$ cat src/rtl/uart_cmd_decoder_pkg.sv
// uart_cmd_decoder_pkg: command codes, ack bytes and FSM states shared by the Pong control path
package uart_cmd_decoder_pkg;
  localparam logic [7:0] CMD_START = 8'h53;
  localparam logic [7:0] CMD_RESET = 8'h52;
  localparam logic [7:0] CMD_PAUSE = 8'h50;
  localparam logic [7:0] CMD_SPEED = 8'h44;
  localparam logic [7:0] ACK_OK    = 8'h4B;
  localparam logic [7:0] ACK_ERR   = 8'h3F;
  typedef enum logic {IDLE, WAIT_ARG} state_t;
endpackage

$ cat src/rtl/uart_cmd_decoder.sv
// uart_cmd_decoder: decodes UART bytes into Pong game controls and queues a one-byte ack for TX
module uart_cmd_decoder
  import uart_cmd_decoder_pkg::*;
#(
  parameter int TIMEOUT_CLKS  = 2500000,
  parameter int DEFAULT_SPEED = 1
) (
  input  logic       i_Clk,
  input  logic       i_Rst,
  input  logic       i_RX_DV,
  input  logic [7:0] i_RX_Byte,
  input  logic       i_TX_Active,
  output logic       o_Game_Start,
  output logic       o_Game_Reset,
  output logic       o_Pause,
  output logic [1:0] o_Ball_Speed,
  output logic       o_Cmd_Err,
  output logic       o_TX_DV,
  output logic [7:0] o_TX_Byte
);
  localparam int CW = $clog2(TIMEOUT_CLKS);
  localparam logic [CW-1:0] LAST = CW'(TIMEOUT_CLKS - 1);
  state_t state_q, state_d;
  logic [CW-1:0] cnt_q, cnt_d;
  logic start_q, start_d, greset_q, greset_d, err_q, err_d, pause_q, pause_d;
  logic [1:0] speed_q, speed_d;
  logic ack_pend_q, ack_pend_d, tx_dv_q, tx_dv_d;
  logic [7:0] ack_byte_q, ack_byte_d, tx_byte_q, tx_byte_d, ack_v;
  logic queue, send;
  always_comb begin
    state_d = state_q;
    cnt_d   = cnt_q;
    start_d = 1'b0;
    greset_d = 1'b0;
    err_d   = 1'b0;
    pause_d = pause_q;
    speed_d = speed_q;
    queue   = 1'b0;
    ack_v   = ACK_OK;
    if (state_q == IDLE) begin
      if (i_RX_DV) begin
        queue = 1'b1;
        if (i_RX_Byte == CMD_START) begin
          start_d = 1'b1;
          pause_d = 1'b0;
        end else if (i_RX_Byte == CMD_RESET) begin
          greset_d = 1'b1;
          pause_d  = 1'b0;
        end else if (i_RX_Byte == CMD_PAUSE) begin
          pause_d = !pause_q;
        end else if (i_RX_Byte == CMD_SPEED) begin
          state_d = WAIT_ARG;
          cnt_d   = '0;
          queue   = 1'b0;
        end else begin
          err_d = 1'b1;
          ack_v = ACK_ERR;
        end
      end
    end else if (i_RX_DV) begin
      // a byte arriving on the timeout cycle is taken as the argument
      state_d = IDLE;
      queue   = 1'b1;
      err_d   = i_RX_Byte > 8'h03;
      ack_v   = err_d ? ACK_ERR : ACK_OK;
      speed_d = err_d ? speed_q : i_RX_Byte[1:0];
    end else if (cnt_q == LAST) begin
      state_d = IDLE;
      queue   = 1'b1;
      err_d   = 1'b1;
      ack_v   = ACK_ERR;
    end else begin
      cnt_d = cnt_q + 1'b1;
    end
    send       = ack_pend_q && !i_TX_Active;
    ack_pend_d = queue || (ack_pend_q && !send);
    ack_byte_d = queue ? ack_v : ack_byte_q;
    tx_dv_d    = send;
    tx_byte_d  = send ? ack_byte_q : tx_byte_q;
  end
  always_ff @(posedge i_Clk) begin
    if (i_Rst) begin
      state_q    <= IDLE;
      cnt_q      <= '0;
      start_q    <= 1'b0;
      greset_q   <= 1'b0;
      err_q      <= 1'b0;
      pause_q    <= 1'b0;
      speed_q    <= 2'(DEFAULT_SPEED);
      ack_pend_q <= 1'b0;
      ack_byte_q <= 8'h00;
      tx_dv_q    <= 1'b0;
      tx_byte_q  <= 8'h00;
    end else begin
      state_q    <= state_d;
      cnt_q      <= cnt_d;
      start_q    <= start_d;
      greset_q   <= greset_d;
      err_q      <= err_d;
      pause_q    <= pause_d;
      speed_q    <= speed_d;
      ack_pend_q <= ack_pend_d;
      ack_byte_q <= ack_byte_d;
      tx_dv_q    <= tx_dv_d;
      tx_byte_q  <= tx_byte_d;
    end
  end
  assign o_Game_Start = start_q;
  assign o_Game_Reset = greset_q;
  assign o_Cmd_Err    = err_q;
  assign o_Pause      = pause_q;
  assign o_Ball_Speed = speed_q;
  assign o_TX_DV      = tx_dv_q;
  assign o_TX_Byte    = tx_byte_q;
endmodule

$ cat config.mk
export PLATFORM = sky130hd
export DESIGN_NAME = uart_cmd_decoder
export DESIGN_NICKNAME = d
export VERILOG_FILES = /design/src/rtl/uart_cmd_decoder_pkg.sv /design/src/rtl/uart_cmd_decoder.sv
export SDC_FILE = /design/constraint.sdc
export NUM_CORES = 1
export LEC_CHECK = 0
export ABC_AREA = 1
export CAP_MARGIN = 0
export CORE_MARGIN = 2
export CORE_UTILIZATION = 33
export CTS_CLUSTER_SIZE = 40
export DETAILED_ROUTE_END_ITERATION = 8
export PLACE_DENSITY = 0.6
export SYNTH_ARGS = -nofsm -noshare
export SYNTH_HDL_FRONTEND = slang
export SYNTH_SLANG_ARGS = --single-unit
$ cat constraint.sdc
create_clock -name i_Clk -period 1.95 [get_ports i_Clk]
set_input_delay 0.195 -clock i_Clk [delete_from_list [all_inputs] [get_ports i_Clk]]
set_output_delay 0.195 -clock i_Clk [all_outputs]
set_load 0.005 [all_outputs]
== Word level (Yosys, flattened, before mapping) ==
Index checks and enable logic that the tools add are counted.
Cells by class
  magnitude comparators: 1
  reductions and logical operators: 14
  eq/ne operators: 10
  add/subtract/negate cells: 1
  bitwise logic cells: 3
  muxes and demuxes: 44
Operators by type and width (count)
  22-bit 2-to-1 mux: 8
  7-bit 2-to-1 mux: 8
  8-bit by 7-bit equality test with 1-bit output, second input constant: 4
  1-bit 2-to-1 mux: 27
  22-bit by 1-bit adder with 22-bit output, second input constant: 1
  22-bit equality test, second input constant: 1
  2-bit inequality test, second input constant: 5
  8-bit by 2-bit greater-than comparator with 1-bit output, second input constant: 1
  8-bit 2-to-1 mux: 1
  7-bit AND reduction: 1
  3-bit AND reduction: 2
  2-bit nonzero test: 2
  4-bit OR reduction: 1
  1-bit zero test: 3
  1-bit NOT: 3
  3-bit nonzero test: 1
  3-bit OR reduction: 1
  1-bit logical AND: 2
  1-bit logical OR: 1
Word-level totals
  output and inout bits: 15
  input port bits: 12
  register bits: 47
  word-level logic and storage cells: 84

== Longest topological paths before layout ==
  depth after elaboration: 8
  gate-level depth with buffers: 12
  gate-level depth less buffers: 12

== Worst setup path before layout ==
OpenSTA, ideal clock, no wires.
  path kind: flip-flop to flip-flop
  start: register cnt_q[0]
  end: register cnt_q[21]
  library setup time: 0.114 ns
  path buffers: 1
  arrival: 1.410 ns
  period minus slack after synthesis: 1.524 ns
  cell stages (with the launch flop): 12
  required time: 1.836 ns
  setup slack: 0.426 ns
  path through: dfxtp_1 -> ha_1 -> nand2_2 -> inv_1 -> nand2_1 -> nor2_1 -> nand3_2 -> nand3_4 -> nand2_4 -> buf_6 -> a21oi_1 -> nor2_1
Between the ends
  word-level cells in the longest chain between the ends: 4
  elaborated cells between the ends (all ways): 7
  those cells by class: add/sub: 1; eq/ne: 2; mux: 3; reduce/logical: 1
RTL lines
  from (decl): line uart_cmd_decoder.sv:24  | logic [CW-1:0] cnt_q, cnt_d;
  from (signal assigned): line uart_cmd_decoder.sv:96  | cnt_q <= cnt_d;
  22-bit by 1-bit adder with 22-bit output: line uart_cmd_decoder.sv:73  | cnt_d = cnt_q + 1'b1;
  22-bit 2-to-1 mux: line uart_cmd_decoder.sv:67  | end else if (cnt_q == LAST) begin
  22-bit 2-to-1 mux: line uart_cmd_decoder.sv:60  | end else if (i_RX_DV) begin
  22-bit 2-to-1 mux: line uart_cmd_decoder.sv:40  | if (state_q == IDLE) begin
Parallel ways exist; a longest one is shown, timed or not. The select of a mux whose other input is x is not followed.
A chain may end at the register's enable or synchronous reset.

== Worst setup path after layout ==
  start: register cnt_q[1]
  end: register cnt_q[20]
Same word-level chain as after synthesis.

==> run summary <==
final setup fails = 0
syn avg cell area = 6.24 µm²
final wirelength = 5.08 mm
Hold-fix buffers, CTS = 0
Placer Congestion = 0.926
Total Routing Usage GR = 15.4%
Critical Path Most Common Cell = nor2_1
routed vias/inst = 4.75
switching part of the total = 25.2%
CP Cell Sequence = ha_1 -> nand2_2 -> inv_1 -> nand2_1 -> nor2_1 -> nand3_2 -> nand3_4 -> nand2_4 -> a21oi_1 -> nor2_1
Core Area = 6280 µm²
Chip Width = 84.3 µm
CTS Sinks = 37
leakage power = 1.01 nW
Unique masters post-synth = 28
critical path buffer and inverter count = 1
CTS buffer count = 5
WP data arrival = 1880 ps
global-route congestion overflow total = 0
Synthesized Nets = 354
fraction of final layout cells sized beyond drive strength 1 = 7.05%
Crit-path slowest cell = dfxtp_1
TNS Setup = 0 ps
Syn. warnings = 0
Fin Clk Skew = 4.01 ps
# port buffers = 25
initial core utilization = 33.9%
final slew viol count = 0
Post-synth EDFFs = 0
Ports = 27
CP Launch Type = flip-flop
HP Class = flip-flop to flip-flop
Max Freq = 0.593 GHz
RSZ-0062 raised after global routing = false
clock share of power = 39.0%
Die Span Y = 84.3 µm
required time of the critical path = 2150 ps
Hold Fails Final Rpt = 0
Comb power frac = 7.1%
# resized after CTS = 0
power density over the cells = 563 nW/µm²
post-detail-place hpwl = 3.86 mm
status = completed
register area share after synthesis = 34.8%
post-CTS setup buffer count = 0
antenna-violating nets left = 0
pin count of the biggest net entering global routing = 23
synthesis-stage register bit count = 37
initial antenna violation count = 0
final worst path period share = 86.5%
vias in the first global route = 1986
Top FF cell, synth = dfxtp_1
Worst-Skew Late Latency = 300 ps
synthesis-to-finish area growth = 19.4%
vias = 2120
first-pass GRT wire length = 8.83 mm
synthesized area = 2130 µm²
# diodes = 0
Max Root-Sink Buffers = 2
ys async rst share = 0%
min Tclk post-route = 1690 ps
Psw = 0.360 mW
max incr delay on CP = 360 ps
Avg WL per Cell = 11.4 µm
First DRT Iteration DRCs = 133
CP endpoint kind = flip-flop
crit path kind = flip-flop to flip-flop
commonest non-fill, non-tap cells in the layout = 90 x nand2_1, 68 x nor2_1, 37 x dfxtp_1
Gate Count Post-Synth = 341
DRC Markers = 0
Top delay family on crit path = simple AND/OR/NAND/NOR gates
CTS tree = built
final-stage net count = 381
row count = 29
commonest non-fill, non-tap cell in the layout = nand2_1
DIE AREA = 7110 µm²
DRT Pass-1 Iters = 4
clk slew on worst S/H paths = 80 ps
Worst VDD drop = 0.000314 V
P_int = 1.07 mW
H-tree Lvls = 2
CP Max Fanout = 22
Flop pwr share = 53.9%
Root Driver = clkbuf_8
max_cap viols = 0
total power = 1.43 mW
logic make-up (layout without fill, tap and decap cells):
logic type,Yosys count,after routing,share of synthesized area [%]
AND/OR/NAND/NOR,210,210,42.3
buffers and inverters,53,81,11.4
flip-flops,37,37,34.8
AO/OA/AOI/OAI,31,31,7.46
XOR/XNOR,8,8,3.29
adder cells (fa/ha/maj),1,1,0.587
other,1,1,0.176
cell type report:
type | count | area, µm²
Sequential cell | 37 | 741
Multi-Input combinational cell | 251 | 1150
Clock inverter | 3 | 22.5
Timing Repair Buffer | 35 | 325
Fill cell | 683 | 3730
Clock buffer | 5 | 68.8
Tap cell | 77 | 96.3
Inverter | 38 | 143
flip-flops by register name, summed over array words and instances (netlist names):
signal / cells
o_TX_Byte: 3
ack_byte_q: 3
o_TX_DV: 1
o_Cmd_Err: 1
o_Game_Start: 1
cnt_q: 22
ack_pend_q: 1
o_Game_Reset: 1
o_Pause: 1
state_q: 1
o_Ball_Speed: 2
cells in the mapped netlist, types with 2 or more instances:
master / count / share of area, %
nor3_1: 7 / 1.6
nand2_2: 2 / 0.59
buf_6: 2 / 1.1
dfxtp_1: 37 / 35
inv_1: 36 / 6.3
clkbuf_1: 4 / 0.70
xnor2_1: 2 / 0.82
nand4_1: 5 / 1.5
xor2_1: 6 / 2.5
a21oi_1: 19 / 4.5
nor4_1: 2 / 0.59
nor2_1: 68 / 12
nand2_1: 90 / 16
buf_2: 2 / 0.47
and3_1: 3 / 0.88
nand3_1: 28 / 6.6
o21ai_0: 10 / 2.4
inv_2: 2 / 0.35
buf_4: 7 / 2.5
path summary, 6_finish.rpt:
path	start	end	slack (ps)	cells past startpoint
setup reg to reg	cnt_q[1]$_SDFFE_PP0P_	cnt_q[20]$_SDFFE_PP0P_	260	10
hold / removal	ack_byte_q[3]$_SDFFE_PP0P_	ack_byte_q[3]$_SDFFE_PP0P_	480	2
hold reg to reg	ack_byte_q[3]$_SDFFE_PP0P_	ack_byte_q[3]$_SDFFE_PP0P_	480	2
setup / recovery	cnt_q[1]$_SDFFE_PP0P_	cnt_q[20]$_SDFFE_PP0P_	260	10
power by group through the flow:
stage / Clock (mW) / Sequential [mW] / Combinational (mW)
after floorplan: 0 / 0.789 / 0.0520
after global placement: 0 / 0.789 / 0.102
after detailed placement: 0 / 0.789 / 0.103
after CTS: 0.575 / 0.772 / 0.103
after global routing: 0.618 / 0.774 / 0.113
final: 0.558 / 0.772 / 0.102
tightest hold or removal path: stages, from the launching register on:
cell,delay [ps]
dfxtp_1,340
o21ai_0,80
inv_1,40
routing by layer:
metal / vias to the layer above / GRT usage [%] / share of wire (%) / wire length [µm]
li1: 1124 / - / - / -
met1: 935 / 19.9 / 48 / 2450
met2: 53 / 24.5 / 45 / 2280
met3: 8 / 4.03 / 4.6 / 235
met4: 0 / 5.92 / 2.2 / 112
met5: - / 0 / 0 / 0
metrics by stage:
stage	cells	hold WS (ps)	setup slack, ps	instance area (µm²)	utilization [%]
after floorplan	341	308	426	2130	-
after global placement	438	465	179	2450	39.0
after detailed placement	438	465	133	2450	39.0
after CTS	446	490	233	2540	40.5
after global routing	446	532	27.0	2540	40.5
final	446	485	264	2540	40.5
Power figures use the tool's default switching activity.
